File: config.mk
export PLATFORM = sky130hd
export DESIGN_NAME = result_demux
export DESIGN_NICKNAME = d
export VERILOG_FILES = /design/src/rtl/result_demux_pkg.sv /design/src/rtl/result_slot.sv /design/src/rtl/result_demux.sv
export SDC_FILE = /design/constraint.sdc
export NUM_CORES = 1
export LEC_CHECK = 0
export ABC_AREA = 1
export CAP_MARGIN = 20
export CORE_ASPECT_RATIO = 2
export CORE_MARGIN = 2
export CORE_UTILIZATION = 40
export DETAILED_ROUTE_END_ITERATION = 10
export PLACE_DENSITY = 0.7
export SKIP_LAST_GASP = 1
export SLEW_MARGIN = 0
export SYNTH_ARGS = -nofsm -noshare
export SYNTH_HDL_FRONTEND = slang
export SYNTH_SLANG_ARGS = --single-unit
File: constraint.sdc
create_clock -name clk -period 9.6 [get_ports clk]
set_input_delay 2.4 -clock clk [delete_from_list [all_inputs] [get_ports clk]]
set_output_delay 2.4 -clock clk [all_outputs]
set_load 0.1 [all_outputs]
File: src/rtl/result_demux_pkg.sv
// Shared definitions for the result distributor and the select mux: destination
// indices, slot state encoding and the common (ctrl1, ctrl2) decode.
package result_demux_pkg;

    localparam int WIDTH_DEF = 32;
    localparam int NUM_DEST  = 3;

    localparam logic [1:0] DEST_WB = 2'd0;
    localparam logic [1:0] DEST_PC = 2'd1;
    localparam logic [1:0] DEST_ST = 2'd2;

    typedef enum logic {
        SLOT_EMPTY = 1'b0,
        SLOT_FULL  = 1'b1
    } slot_state_e;

    // ctrl2 dominates so the mux and the demux resolve (1,1) to the same port.
    function automatic logic [1:0] decode_dest(input logic ctrl1, input logic ctrl2);
        if (ctrl2) begin
            return DEST_ST;
        end else if (ctrl1) begin
            return DEST_PC;
        end else begin
            return DEST_WB;
        end
    endfunction

endpackage

File: src/rtl/result_slot.sv
// One-entry output buffer with valid/ready drain and a wrapping delivery counter.
module result_slot
    import result_demux_pkg::*;
#(
    parameter int WIDTH = WIDTH_DEF,
    parameter int CNT_W = 8
) (
    input  logic             clk,
    input  logic             rst,
    input  logic             load_i,
    input  logic [WIDTH-1:0] data_i,
    input  logic             ready_i,
    output logic             valid_o,
    output logic [WIDTH-1:0] data_o,
    output logic [CNT_W-1:0] count_o
);

    slot_state_e      state_q;
    logic [WIDTH-1:0] data_q;
    logic [CNT_W-1:0] count_q;
    logic [CNT_W-1:0] count_d;
    logic             drain;

    assign drain   = (state_q == SLOT_FULL) && ready_i;
    assign count_d = count_q + CNT_W'(1);

    // Data is kept after a drain; only a new load overwrites it.
    always_ff @(posedge clk or posedge rst) begin
        if (rst) begin
            state_q <= SLOT_EMPTY;
            data_q  <= '0;
            count_q <= '0;
        end else begin
            case (state_q)
                SLOT_EMPTY: if (load_i) state_q <= SLOT_FULL;
                SLOT_FULL:  if (ready_i && !load_i) state_q <= SLOT_EMPTY;
                default:    state_q <= SLOT_EMPTY;
            endcase
            if (load_i) begin
                data_q <= data_i;
            end
            if (drain) begin
                count_q <= count_d;
            end
        end
    end

    assign valid_o = (state_q == SLOT_FULL);
    assign data_o  = data_q;
    assign count_o = count_q;

endmodule

File: src/rtl/result_demux.sv
// Routes one result word per cycle to write-back, PC update or store-data
// through a registered one-entry slot per destination.
module result_demux
    import result_demux_pkg::*;
#(
    parameter int WIDTH = WIDTH_DEF,
    parameter int CNT_W = 8
) (
    input  logic             clk,
    input  logic             rst,
    input  logic             in_valid,
    output logic             in_ready,
    input  logic             in_ctrl1,
    input  logic             in_ctrl2,
    input  logic [WIDTH-1:0] in_data,
    output logic             out0_valid,
    input  logic             out0_ready,
    output logic [WIDTH-1:0] out0_data,
    output logic [CNT_W-1:0] out0_count,
    output logic             out1_valid,
    input  logic             out1_ready,
    output logic [WIDTH-1:0] out1_data,
    output logic [CNT_W-1:0] out1_count,
    output logic             out2_valid,
    input  logic             out2_ready,
    output logic [WIDTH-1:0] out2_data,
    output logic [CNT_W-1:0] out2_count
);

    logic [1:0] dest;
    logic       accept;
    logic       load0;
    logic       load1;
    logic       load2;

    assign dest = decode_dest(in_ctrl1, in_ctrl2);

    // Only the addressed slot gates acceptance; the other ports never stall input.
    always_comb begin
        in_ready = 1'b1;
        case (dest)
            DEST_WB: in_ready = !out0_valid || out0_ready;
            DEST_PC: in_ready = !out1_valid || out1_ready;
            DEST_ST: in_ready = !out2_valid || out2_ready;
            default: in_ready = 1'b1;
        endcase
    end

    assign accept = in_valid && in_ready;
    assign load0  = accept && (dest == DEST_WB);
    assign load1  = accept && (dest == DEST_PC);
    assign load2  = accept && (dest == DEST_ST);

    result_slot #(.WIDTH(WIDTH), .CNT_W(CNT_W)) u_slot_wb (
        .clk     (clk),
        .rst     (rst),
        .load_i  (load0),
        .data_i  (in_data),
        .ready_i (out0_ready),
        .valid_o (out0_valid),
        .data_o  (out0_data),
        .count_o (out0_count)
    );

    result_slot #(.WIDTH(WIDTH), .CNT_W(CNT_W)) u_slot_pc (
        .clk     (clk),
        .rst     (rst),
        .load_i  (load1),
        .data_i  (in_data),
        .ready_i (out1_ready),
        .valid_o (out1_valid),
        .data_o  (out1_data),
        .count_o (out1_count)
    );

    result_slot #(.WIDTH(WIDTH), .CNT_W(CNT_W)) u_slot_st (
        .clk     (clk),
        .rst     (rst),
        .load_i  (load2),
        .data_i  (in_data),
        .ready_i (out2_ready),
        .valid_o (out2_valid),
        .data_o  (out2_data),
        .count_o (out2_count)
    );

endmodule

# After elaboration in Yosys (flattened, before gate mapping)
# Cells that the tools add are included.
word_totals:
  latchBits: 0
  elab_cells: 49
  rom_bits: 0
  in_bits: 40
  mem_bits_rw: 0
  ff_bits: 123
  n_memories: 0
  output_inout_bits: 124
classes:
  reduce_logical: 20
  magnitude_cmp: 0
  multipliers: 0
  eq_ne: 2
  n_bitwise: 3
  shift: 0
  n_addsub: 3
  n_mux: 12
  div: 0
ops:
  columns: ["op", "n"]
  rows:
  - ["adder 8 x 1 -> 8 bit (second input constant)", 3]
  - ["logical AND 1 bit", 10]
  - ["two-way mux 1 bit", 7]
  - ["zero test 1 bit", 6]
  - ["case mux 1 bit (2 select lines)", 3]
  - ["logical OR 1 bit", 3]
  - ["NOT 1 bit", 3]
  - ["case mux 1 bit (3 select lines)", 1]
  - ["== test 2 x 1 -> 1 bit (second input constant)", 1]
  - ["== test 2 bit (second input constant)", 1]
  - ["zero test 2 bit", 1]
  - ["two-way mux 2 bit", 1]

# Longest topological paths before layout
logic_depth:
  ltp_word: 10
  mapped_depth: 8
  depth_no_buf: 7

# Hierarchy
# A second synthesis with hierarchy kept.
hier_totals:
  hier_cells: 572
  hier_area_um2: 5051.1
by_module_without_submodules:
  columns: ["mod", "area_each_um2", "n_inst", "cells_each", "seq_area_each_um2"]
  rows:
  - ["result_slot", 1654.1, 3, 184, 1026.0]
  - ["result_demux", 88.8, 1, 20, 0.0]

# Worst setup path after synthesis
# Ideal clock, no wire load.
synth_timing:
  path_kind: "in2out"
  from: "input port in_ctrl2"
  to: "output port in_ready"
  arrival_ns: 3.498
  slack_ns: 3.702
  path_stages: 5
  path_buffers: 2
  t_required_ns: 7.200
  path_cell_list: "buf_2 -> nor2_4 -> nand2_1 -> nand3_2 -> buf_2"
synth_between:
  elab_chain_cells: 3
  elab_cells_between_ends: 5
  cone_classes: "eq/ne (2); mux (2); reduce/logical (1)"
synth_lines:
  columns: ["item", "line_no", "text"]
  rows:
  - ["start, declared", "result_demux.sv:14", "input logic in_ctrl2,"]
  - ["two-way mux 2 bit *", "result_demux_pkg.sv:19", "if (ctrl2) begin"]
  - ["== test 2 bit, or another cell as far along", "result_demux.sv:41", "case (dest)"]
  - ["case mux 1 bit (3 select lines) *", "result_demux.sv:41", null]
  - ["end, declared", "result_demux.sv:12", "output logic in_ready,"]
# Mark *: on every way between the ends. The rest lies on a longest branch, timed or not.

# Worst setup path after layout
# Ends and elaborated chain as after synthesis.

==> metrics.log <==
INFO  metric run_status = complete, no violations
INFO  metric route.vias.total = 4,634
INFO  metric startpoint_type = primary input
INFO  metric clkLatencyLatePin = 0.41 ns
INFO  metric drt_pre_antenna_iters = 4
INFO  metric synthesis.area_per_instance = 9.108 µm²
INFO  metric drt-vias-per-instance = 5.242
INFO  metric post_synth_most_frequent_cells = 237 x nand2_1, 123 x dfrtp_1, 100 x nand4_1, 25 x inv_1, 17 x buf_2
INFO  metric hold_path_depth = 2
INFO  metric ys.flop_type = dfrtp_1
INFO  metric seq_area_frac_synth = 58.98%
INFO  metric final_period_minus_worst_setup_slack = 6.825 ns
INFO  metric critical_path.reg2reg.startpoint = u_slot_st.valid_o
INFO  metric setup-violations-final = 0
INFO  metric fillers = 1,116
INFO  metric antenna_violations_before_repair = 0
INFO  metric grt_max_degree = 100
INFO  metric crit-reg2reg-capture = u_slot_wb.data_o[0]
INFO  metric placedCellCount = 852
INFO  metric holdCritPathClass = reg -> reg
INFO  metric worst-slew-pin-transition = 1.026 ns
INFO  metric first_global_vias = 4,479
INFO  metric synth_top_area_share = 58.98%
INFO  metric path_class = in -> out
INFO  metric drt-wirelength-per-cell = 16.20 µm
INFO  metric timing.setup.tns = 0 ns
INFO  metric remaining_antenna_violation_count = 0
INFO  metric slew_violations = 0
INFO  metric clock-sinks = 123
INFO  metric preCtsSetupSlack = 2.756 ns
INFO  metric dp_hpwl = 9.211 mm
INFO  metric synth_enable_flop_cells = 0
INFO  metric setup_repair_after_global_routing_missed_its_margin = false
INFO  metric io_buffer_count = 163
INFO  metric cp.required = 7.20 ns
INFO  metric floorplan.initialDensity = 40.63%
INFO  metric synth.yosys.warnings = 0
INFO  metric reg2regPathDepth = 7
INFO  metric cts.repair.resized = 0
INFO  metric crit_path_end_kind = output port
INFO  metric drv.max_cap_violation_count = 0
INFO  metric period_share = 71.10%
INFO  metric postSynth.asyncResetShare = 100.0%
INFO  metric fin_total_pwr = 2.628 mW
INFO  metric clk_pin_slew_worst_paths = 0.05 ns
INFO  metric rrSetupSlack = 6.72 ns
INFO  metric die_height = 165.5 µm
INFO  metric fraction_of_final_layout_cells_sized_beyond_drive_strength_1 = 6.284%
INFO  metric post_cts_hold_buffer_count = 0
INFO  metric post-synth-top-count-cell = nand2_1
INFO  metric ioPinCount = 164
INFO  metric floorplan.core_area = 0.01284 mm²
INFO  metric rows = 59
INFO  metric report.final.hold_viol_count = 0
INFO  metric gr-total-overflow = 0
INFO  metric layout.nets = 762
INFO  metric signed_area_change_from_the_synthesized_netlist_to_the_final_layout = 44.57%
INFO  metric hold-worst-slack = 0.4649 ns
INFO  metric number_of_remaining_drc_errors = 0
INFO  metric antennaDiodeCount = 0
INFO  metric cts_setup_buffers = 0
INFO  metric design.die.area = 0.01403 mm²
INFO  metric grt_first_pass_wirelength = 23.12 mm
INFO  metric yosys.cell_types.count = 20
INFO  metric die_x = 84.77 µm
INFO  metric globalplace.congestion = 0.8071
INFO  metric fin_cells = 884
INFO  metric sequential_cell_area = 0.003078 mm²
INFO  metric gr-usage-all-layers = 20.90%
INFO  metric finClkSkew = 0.01031 ns
INFO  metric hold_path.startpoint = u_slot_pc.data_o[10]
INFO  metric fmaxAchievable = 0.1465 GHz
INFO  metric clock-root-buffer = clkbuf_16
INFO  metric drt_wl_total = 14.32 mm
INFO  metric synthCells = 573
INFO  metric timing.critical_path.arrival = 4.43 ns
INFO  metric number_of_register_bits_inferred_by_synthesis = 123
INFO  metric power.density_cell_area = 348.3 mW/mm²
INFO  metric yosys.area.top_type = dfrtp_1
INFO  metric synthTopCellsByArea = dfrtp_1 59%, nand2_1 17%, nand4_1 12%
INFO  metric multi_input_comb_area = 0.001857 mm²
INFO  metric max-vdd-ir-drop = 0.0003302 V
INFO  metric syn-num-nets = 616
INFO  metric leakage_power = 3.663 nW
INFO  metric max-slew-margin-rel = 31.39%
INFO  metric cts_buffer_depth = 2
INFO  metric setup_slack = 2.775 ns
INFO  metric crit_path_max_fanout = 36
INFO  metric htree_levels = 4
INFO  metric drt-initial-drc-count = 375
INFO  metric tritoncts = yes
INFO  metric hold_end = u_slot_pc.data_o[10]
INFO  metric cts_buffers = 17
INFO  metric netlist_area = 0.005219 mm²
-- how the worst max path moves through the flow --
stage | to | start
floorplan | in_ready | in_ctrl2
global placement | in_ready | in_ctrl2
detailed placement | in_ready | in_ctrl2
CTS | in_ready | in_ctrl2
global route | in_ready | in_ctrl2
finish | in_ready | in_ctrl2
-- per-layer routing --
metal / track usage [%] / vias to the layer above / part of all wire, %
li1: - / 2202 / -
met4: 6.421 / 0 / 0.84
met5: 0 / - / 0
met2: 32.28 / 205 / 47
met1: 26.61 / 2217 / 41
met3: 9.145 / 10 / 11
-- cell families after synthesis --
logic type               count (synthesis)  share of synthesized area (%)
adder cells (fa/ha/maj)                  3                         0.7193
XOR/XNOR                                12                          2.014
multiplexers                             1                         0.2158
AO/OA/AOI/OAI                            2                         0.1918
AND/OR/NAND/NOR                        367                          32.29
flip-flops                             123                          58.98
buffers and inverters                   65                          5.586
-- through the flow --
stage	area, µm²	utilization [%]
after floorplan	5219	-
after detailed placement	6875	53.53
after global routing	7545	58.74
final	7545	58.74
after CTS	7545	58.74
after global placement	6875	53.53
-- where the power goes --
| part | leakage, nW | switching (mW) | internal [mW] |
|---|---|---|---|
| registers | 1.53 | 0.0800 | 0.626 |
| clock network | 0.325 | 0.225 | 0.487 |
| logic | 1.80 | 0.966 | 0.244 |
-- cells in the final DEF (no fill, tap or decap), types with 6 or more instances in the layout --
cell type and n:
clkbuf_16 17, clkdlybuf4s50_1 161, dfrtp_1 123, inv_1 24, nand2_1 237, nand3_1 6, nand4_1 100, nor2_1 14
xnor2_1 6, xor2_1 6
-- flip-flops by register name (all words and copies together), names as in the netlist --
name               cells
u_slot_st.data_o      32
u_slot_pc.count_o      8
u_slot_pc.valid_o      1
u_slot_wb.valid_o      1
u_slot_pc.data_o      32
u_slot_st.count_o      8
u_slot_st.valid_o      1
u_slot_wb.data_o      32
u_slot_wb.count_o      8
-- critical path: stages --
cell and delay (ns):
clkdlybuf4s50_1 0.40, buf_4 0.27, nor2_4 0.72, nand2_1 0.21
nand3_4 0.12, buf_4 0.29
-- area by class of cell --
cell class / count / area share (%)
clock buffer: 21 / 6.368
clock inverter: 11 / 2.504
inverter: 25 / 1.277
multi-input combinational: 385 / 24.61
sequential: 123 / 40.80
tap: 152 / 2.521
timing repair buffer: 167 / 21.92
Power figures use the tool's default switching activity.
